## config.mk

```make
export PLATFORM = sky130hd
export DESIGN_NAME = rs232_recv
export DESIGN_NICKNAME = d
export VERILOG_FILES = /design/src/rtl/rs232_recv_pkg.sv /design/src/rtl/rs232_sync.sv /design/src/rtl/rs232_recv.sv
export SDC_FILE = /design/constraint.sdc
export NUM_CORES = 1
export LEC_CHECK = 0
export CAP_MARGIN = 15
export CORE_MARGIN = 5
export CORE_UTILIZATION = 40
export DETAILED_ROUTE_END_ITERATION = 7
export GPL_TIMING_DRIVEN = 0
export PLACE_DENSITY = 0.6
export SKIP_CTS_REPAIR_TIMING = 1
export SLEW_MARGIN = 20
export SYNTH_ARGS = -nofsm -noshare
export SYNTH_HDL_FRONTEND = slang
export SYNTH_HIERARCHICAL = 1
export SYNTH_SLANG_ARGS = --single-unit
```

## constraint.sdc

```tcl
create_clock -name clock -period 2.53 [get_ports clock]
set_input_delay 0.506 -clock clock [delete_from_list [all_inputs] [get_ports clock]]
set_output_delay 0.506 -clock clock [all_outputs]
set_load 0.005 [all_outputs]
```

## src/rtl/rs232_recv_pkg.sv

```systemverilog
// Shared definitions for the FT232 UART receiver: FSM states and baud-divider math.
// The transmitter uses the same helpers so both directions agree on bit timing.
package rs232_recv_pkg;

   typedef enum logic [1:0] {
      ST_IDLE,
      ST_START,
      ST_DATA,
      ST_STOP
   } rx_state_t;

   // Clocks per bit, rounded to nearest.
   function automatic int baud_div(input int clock_freq, input int baud_rate);
      return (clock_freq + baud_rate / 2) / baud_rate;
   endfunction

   function automatic int baud_half(input int clock_freq, input int baud_rate);
      return baud_div(clock_freq, baud_rate) / 2;
   endfunction

endpackage

```

## src/rtl/rs232_sync.sv

```systemverilog
// Two-flop synchronizer for asynchronous idle-high serial control lines.
// Both flops come out of reset high so a quiet line never looks like a start edge.
module rs232_sync (
   input  logic clock,
   input  logic reset,
   input  logic raw,
   output logic synced
);

   logic meta;

   always_ff @(posedge clock) begin
      if (reset) begin
         meta   <= 1'b1;
         synced <= 1'b1;
      end else begin
         meta   <= raw;
         synced <= meta;
      end
   end

endmodule

```

## src/rtl/rs232_recv.sv

```systemverilog
// 8N1 UART receiver with a one-byte holding register on a valid/ready handshake.
// cts_n holds the host off while the holding register is occupied.
module rs232_recv
   import rs232_recv_pkg::*;
#(
   parameter int CLOCK_FREQ = 133000000,
   parameter int BAUD_RATE  = 115200
) (
   input  logic       clock,
   input  logic       reset,
   input  logic       rxd,
   output logic       cts_n,
   output logic [7:0] data,
   output logic       valid,
   input  logic       ready,
   output logic       frame_error,
   output logic       overrun
);

   localparam int DIV  = baud_div(CLOCK_FREQ, BAUD_RATE);
   localparam int HALF = baud_half(CLOCK_FREQ, BAUD_RATE);
   localparam int CW   = $clog2(DIV);

   if (DIV < 4) begin : g_div_check
      $error("rs232_recv: clock-to-baud ratio must be at least 4");
   end

   logic          line;
   logic          line_prev;
   rx_state_t     state;
   logic [CW-1:0] cnt;
   logic [2:0]    bit_idx;
   logic [7:0]    shift;
   logic          stop_hit;
   logic          load;
   logic          valid_next;

   rs232_sync u_sync (
      .clock  (clock),
      .reset  (reset),
      .raw    (rxd),
      .synced (line)
   );

   // A good stop bit may refill the holding register in the same cycle it is drained.
   always_comb begin
      stop_hit   = (state == ST_STOP) && (cnt == '0);
      load       = stop_hit && line && (!valid || ready);
      valid_next = load || (valid && !ready);
   end

   always_ff @(posedge clock) begin
      if (reset) begin
         state       <= ST_IDLE;
         cnt         <= '0;
         bit_idx     <= '0;
         shift       <= '0;
         line_prev   <= 1'b1;
         data        <= '0;
         valid       <= 1'b0;
         cts_n       <= 1'b1;
         frame_error <= 1'b0;
         overrun     <= 1'b0;
      end else begin
         line_prev   <= line;
         frame_error <= 1'b0;
         overrun     <= 1'b0;
         valid       <= valid_next;
         cts_n       <= valid_next;
         if (load) begin
            data <= shift;
         end

         case (state)
            ST_IDLE: begin
               if (line_prev && !line) begin
                  state <= ST_START;
                  cnt   <= CW'(HALF - 1);
               end
            end

            ST_START: begin
               if (cnt == '0) begin
                  if (line) begin
                     state <= ST_IDLE;
                  end else begin
                     state   <= ST_DATA;
                     cnt     <= CW'(DIV - 1);
                     bit_idx <= '0;
                  end
               end else begin
                  cnt <= cnt - CW'(1);
               end
            end

            ST_DATA: begin
               if (cnt == '0) begin
                  shift <= {line, shift[7:1]};
                  cnt   <= CW'(DIV - 1);
                  if (bit_idx == 3'd7) begin
                     state <= ST_STOP;
                  end else begin
                     bit_idx <= bit_idx + 3'd1;
                  end
               end else begin
                  cnt <= cnt - CW'(1);
               end
            end

            ST_STOP: begin
               // Back to IDLE right after the stop sample so back-to-back frames are caught.
               if (cnt == '0) begin
                  state <= ST_IDLE;
                  if (!line) begin
                     frame_error <= 1'b1;
                  end else if (!load) begin
                     overrun <= 1'b1;
                  end
               end else begin
                  cnt <= cnt - CW'(1);
               end
            end

            default: state <= ST_IDLE;
         endcase
      end
   end

endmodule

```

# Word level (Yosys, flattened, before mapping)
# Index checks and enable logic that the tools add are counted.
# classes
add_sub_neg,2
n_bitwise,3
n_eq_ne,13
reduce_logical,19
n_mux,20
# ops
op,count
11-bit 2-to-1 mux,5
11-bit one-hot mux with 4 select lines,1
2-bit != test (second input constant),7
2-bit 2-to-1 mux,6
3-bit 2-to-1 mux,4
11-bit logical NOT,1
11-bit by 1-bit subtractor with 11-bit output (second input constant),1
5-bit AND reduction,2
2-bit one-hot mux with 4 select lines,1
3-bit one-hot mux with 2 select lines,1
1-bit logical AND,5
2-bit equality test (second input constant),2
4-bit OR reduction,1
3-bit by 1-bit adder with 3-bit output (second input constant),1
3-bit equality test (second input constant),1
1-bit logical NOT,3
3-bit != test (second input constant),1
1-bit inverter,3
3-bit AND reduction,1
3-bit OR reduction,1
2-bit by 1-bit equality test with 1-bit output (second input constant),1
2-bit logical NOT,1
1-bit logical OR,2
1-bit 2-to-1 mux,2
other kinds (3),3
# totals
output_inout_bits,12
word_cells,69
inputBits,4
register_bits,39

# Logic depth before layout (Yosys ltp)
# logic_depth
depth_word,5
depth_mapped,8
ltp_nobuf,7

# Cells and area by module
# Netlist, hierarchy kept.
# by_module_without_submodules
module,seq_area_each_um2,instances,cells_each,area_each_um2
rs232_recv,740.7,1,206,1806.7
rs232_sync,40.0,1,4,52.6

# Worst setup path after synthesis
# No wires, ideal clock.
# synth_path
path_kind,register to register
from,register state[0]
to,register cnt[10]
path_buffers,0
t_arrival_ps,1884
stages_incl_launch_ff,8
path_slack_ps,588
period_less_slack_ps,1942
required_time_ps,2472
setup_time_ps,58
path_cell_list,dfxtp_1 inv_1 ha_1 nor2_1 a2111oi_2 nand2_2 a2111oi_0 a211o_1
# synth_via
elab_chain_len,3
elab_cells_between_ends,9
classes_between,eq/ne (6); mux (1); reduce/logical (2)
# synth_lines
item,line,text
start: declaration,rs232_recv.sv:30,rx_state_t state;
start signal: assignment,rs232_recv.sv:54,state <= ST_IDLE;
start signal: assignment,rs232_recv.sv:77,state <= ST_START;
start signal: assignment,rs232_recv.sv:85,state <= ST_IDLE;
"2-bit by 1-bit equality test with 1-bit output, or another cell as far along",rs232_recv.sv:74,case (state)
3-bit != test (no line) or 2-bit != test (tied branches),n/a,
3-bit AND reduction (no line),n/a,
end signal: assignment,rs232_recv.sv:78,cnt <= CW'(HALF - 1);
end signal: assignment,rs232_recv.sv:88,cnt <= CW'(DIV - 1);
end signal: assignment,rs232_recv.sv:92,cnt <= cnt - CW'(1);
end: declaration,rs232_recv.sv:31,logic [CW-1:0] cnt;
# Parallel ways exist; a longest one is shown, timed or not.
# A chain may end at the register's enable or synchronous reset.

# Final worst setup path
# Ends and elaborated chain as after synthesis.

==> flow_summary.ini <==
[sta]
finClkSkew_ps = 6.93
slew_headroom = 0.656
period_share = 0.899
slew_violations = 0
max_freq_mhz = 439
rsz0062_at_grt = false
setup_viol = 0
timing.setup.tns_ps = 0
period_needed_ps = 2280
timing.final.hold_violations = 0
tightest_slew_ps = 512

[power]
p_leak_nw = 0.872
peakVddDrop_mv = 0.296
power.density_nw_per_um2 = 772
power_mw = 1.69

[worst_setup_path]
criticalPathCategory = reg2reg
crit_path_end_kind = flop
ff2ff_path_depth = 7
crit_fanout = 6
startpoint_type = flop
cp.arrival_ps = 2520
cp.required_ps = 2770

[die]
dieArea_um2 = 6110
die_h_um = 78.2
io_pins = 16
fp.dieW_um = 78.2
start_util = 0.418
fp.coreArea_um2 = 4440
rows = 24

[cells_and_area]
syn_to_final_growth_pct = 17.6
final_util = 0.492
num_antenna_cells = 0
nFillCells = 441
drive_gt1_frac = 0.103
nets = 245
fin_area_um2 = 2190

[global_routing]
grt_max_degree = 14
grt_usage = 0.131
grt_pass1_wl_mm = 6.51
antenna_found_initial = 0
grt_overflow = 0
grt_pass1_vias = 1349

[clocking]
cts_buffer_depth = 2
clk_pin_slew_ps = 80
numCtsBuffers = 5
h-tree-depth = 2
tritoncts = built
root_buffer = clkbuf_8
cts_sinks = 39
insertion_delay_ps = 290

[routing]
vias = 1532
drtPass1Iterations = 4
drtIter0Drc = 126
routed_wirelength_mm = 3.91
ant_nets = 0
viasPerCell = 5.38
post_drt_wl_per_cell_um = 13.7
drc = 0

[synth]
synth_cell_types = 46
ys_ff_latch = 39
synth_fa_ha_area_frac = 0.0606
synth_compound_area_frac = 0.181
synthSimpleGateAreaFrac = 0.256
synth_nets = 223
synth_warnings = 6
synth_edf_count = 0
muxShareOfSynthArea = 0.0592
syn_inst = 210
synth_top_family_by_area = simple AND/OR/NAND/NOR gates
syn_area_per_cell_um2 = 8.85
syn-cell-area_um2 = 1860
ys_seq_area_frac = 0.420
synth_xor_area_frac = 0
async_flop_share = 0
synth_ff_type = dfxtp_1

[min_path]
holdPathStages = 1
hold_class = reg2reg

[placement]
io_buffers = 15
placed_area_um2 = 2070
dpl.hpwl_mm = 2.82
gp_congestion = 0.888

[run]
max_cap_viol_count = 0

[status]
status = complete, no violations
sequential cells by signal, summed over array words and instances, names as in the netlist, named ones only:
name	count
shift	8
valid	1
overrun	1
u_sync/synced	1
u_sync/meta	1
bit_idx	3
cts_n	1
line_prev	1
data	8
state	1
frame_error	1
cnt	11
power by group:
part           total (mW)  switching [mW]  internal [mW]
Combinational       0.475           0.304          0.170
Clock               0.522           0.228          0.294
Sequential          0.692          0.0464          0.646
Total                1.69           0.579           1.11
cell type report:
cell class	instances	area, um2	share of cell area
plain buffers	6	23.8	0.0109
clock buffers	5	68.8	0.0315
clock inverters	3	43.8	0.0200
inverters	5	18.8	0.00858
multi-input cells	160	1040	0.474
flip-flops and latches	39	781	0.357
well taps	52	65.1	0.0297
repair buffers	15	150	0.0686
cells in the mapped netlist (all sizes together) (2+ instances only):
cell type   n  area, um2
a2111oi     2       23.8
a211o       3       26.3
a211oi      3       32.5
a21oi      17       88.8
a31oi       4       25.0
and2        2       12.5
clkbuf      5       18.8
dfxtp      39        781
ha          9        113
inv         5       18.8
mux2i      11        110
nand2      25       98.8
nand2b      8       52.6
nand3      12       60.1
nor2       20       75.1
nor2b       4       25.0
nor3        6       41.3
nor4        4       31.3
o21ai       8       40.0
o31ai       2       15.0
or2         4       25.0
or4         2       22.5
critical path, stage by stage, from the launching register on:
cell       delay (ps)
dfxtp_1           410
inv_1             100
ha_1              390
nor2_1            100
a2111oi_2         490
nand2_2           170
a2111oi_0         410
a211o_1           150
metal layers:
metal / track usage / up-vias / share of wire
met5: 0 / - / 0
met2: 0.179 / 44 / 0.40
met4: 0.0402 / 0 / 0.018
met3: 0.0446 / 7 / 0.076
met1: 0.193 / 680 / 0.50
li1: - / 801 / -
layout by cell type, fill, tap and decap left out, types with 6 or more instances in the layout:
master	count
nand2_1	23
nand3_1	12
a21oi_1	16
ha_1	9
dfxtp_1	39
clkdlybuf4s50_1	15
mux2i_1	11
o21ai_0	6
nand2b_1	7
nor2_1	20
path summary, 6_finish.rpt:
check / start / endpoint / slack, ps
worst min-delay path: u_sync/meta / u_sync/synced / 410
worst max register to register: state[0] / cnt[10] / 250
worst min register to register: u_sync/meta / u_sync/synced / 410
worst max-delay path: state[0] / cnt[10] / 250
through the flow:
step	instances	setup slack (ps)	hold slack, ps
after floorplan	210	588	385
after global placement	277	272	390
after detailed placement	277	252	392
after CTS	285	282	410
after global routing	285	119	452
final	285	254	411
logic make-up (layout without fill, tap and decap cells):
kind of cell	Yosys count	after routing
compound gates	49	49
fa+ha+maj	9	9
buf+inv	11	34
flops	39	39
mux	11	11
simple gates	91	91
(Power assumes the default switching activity.)
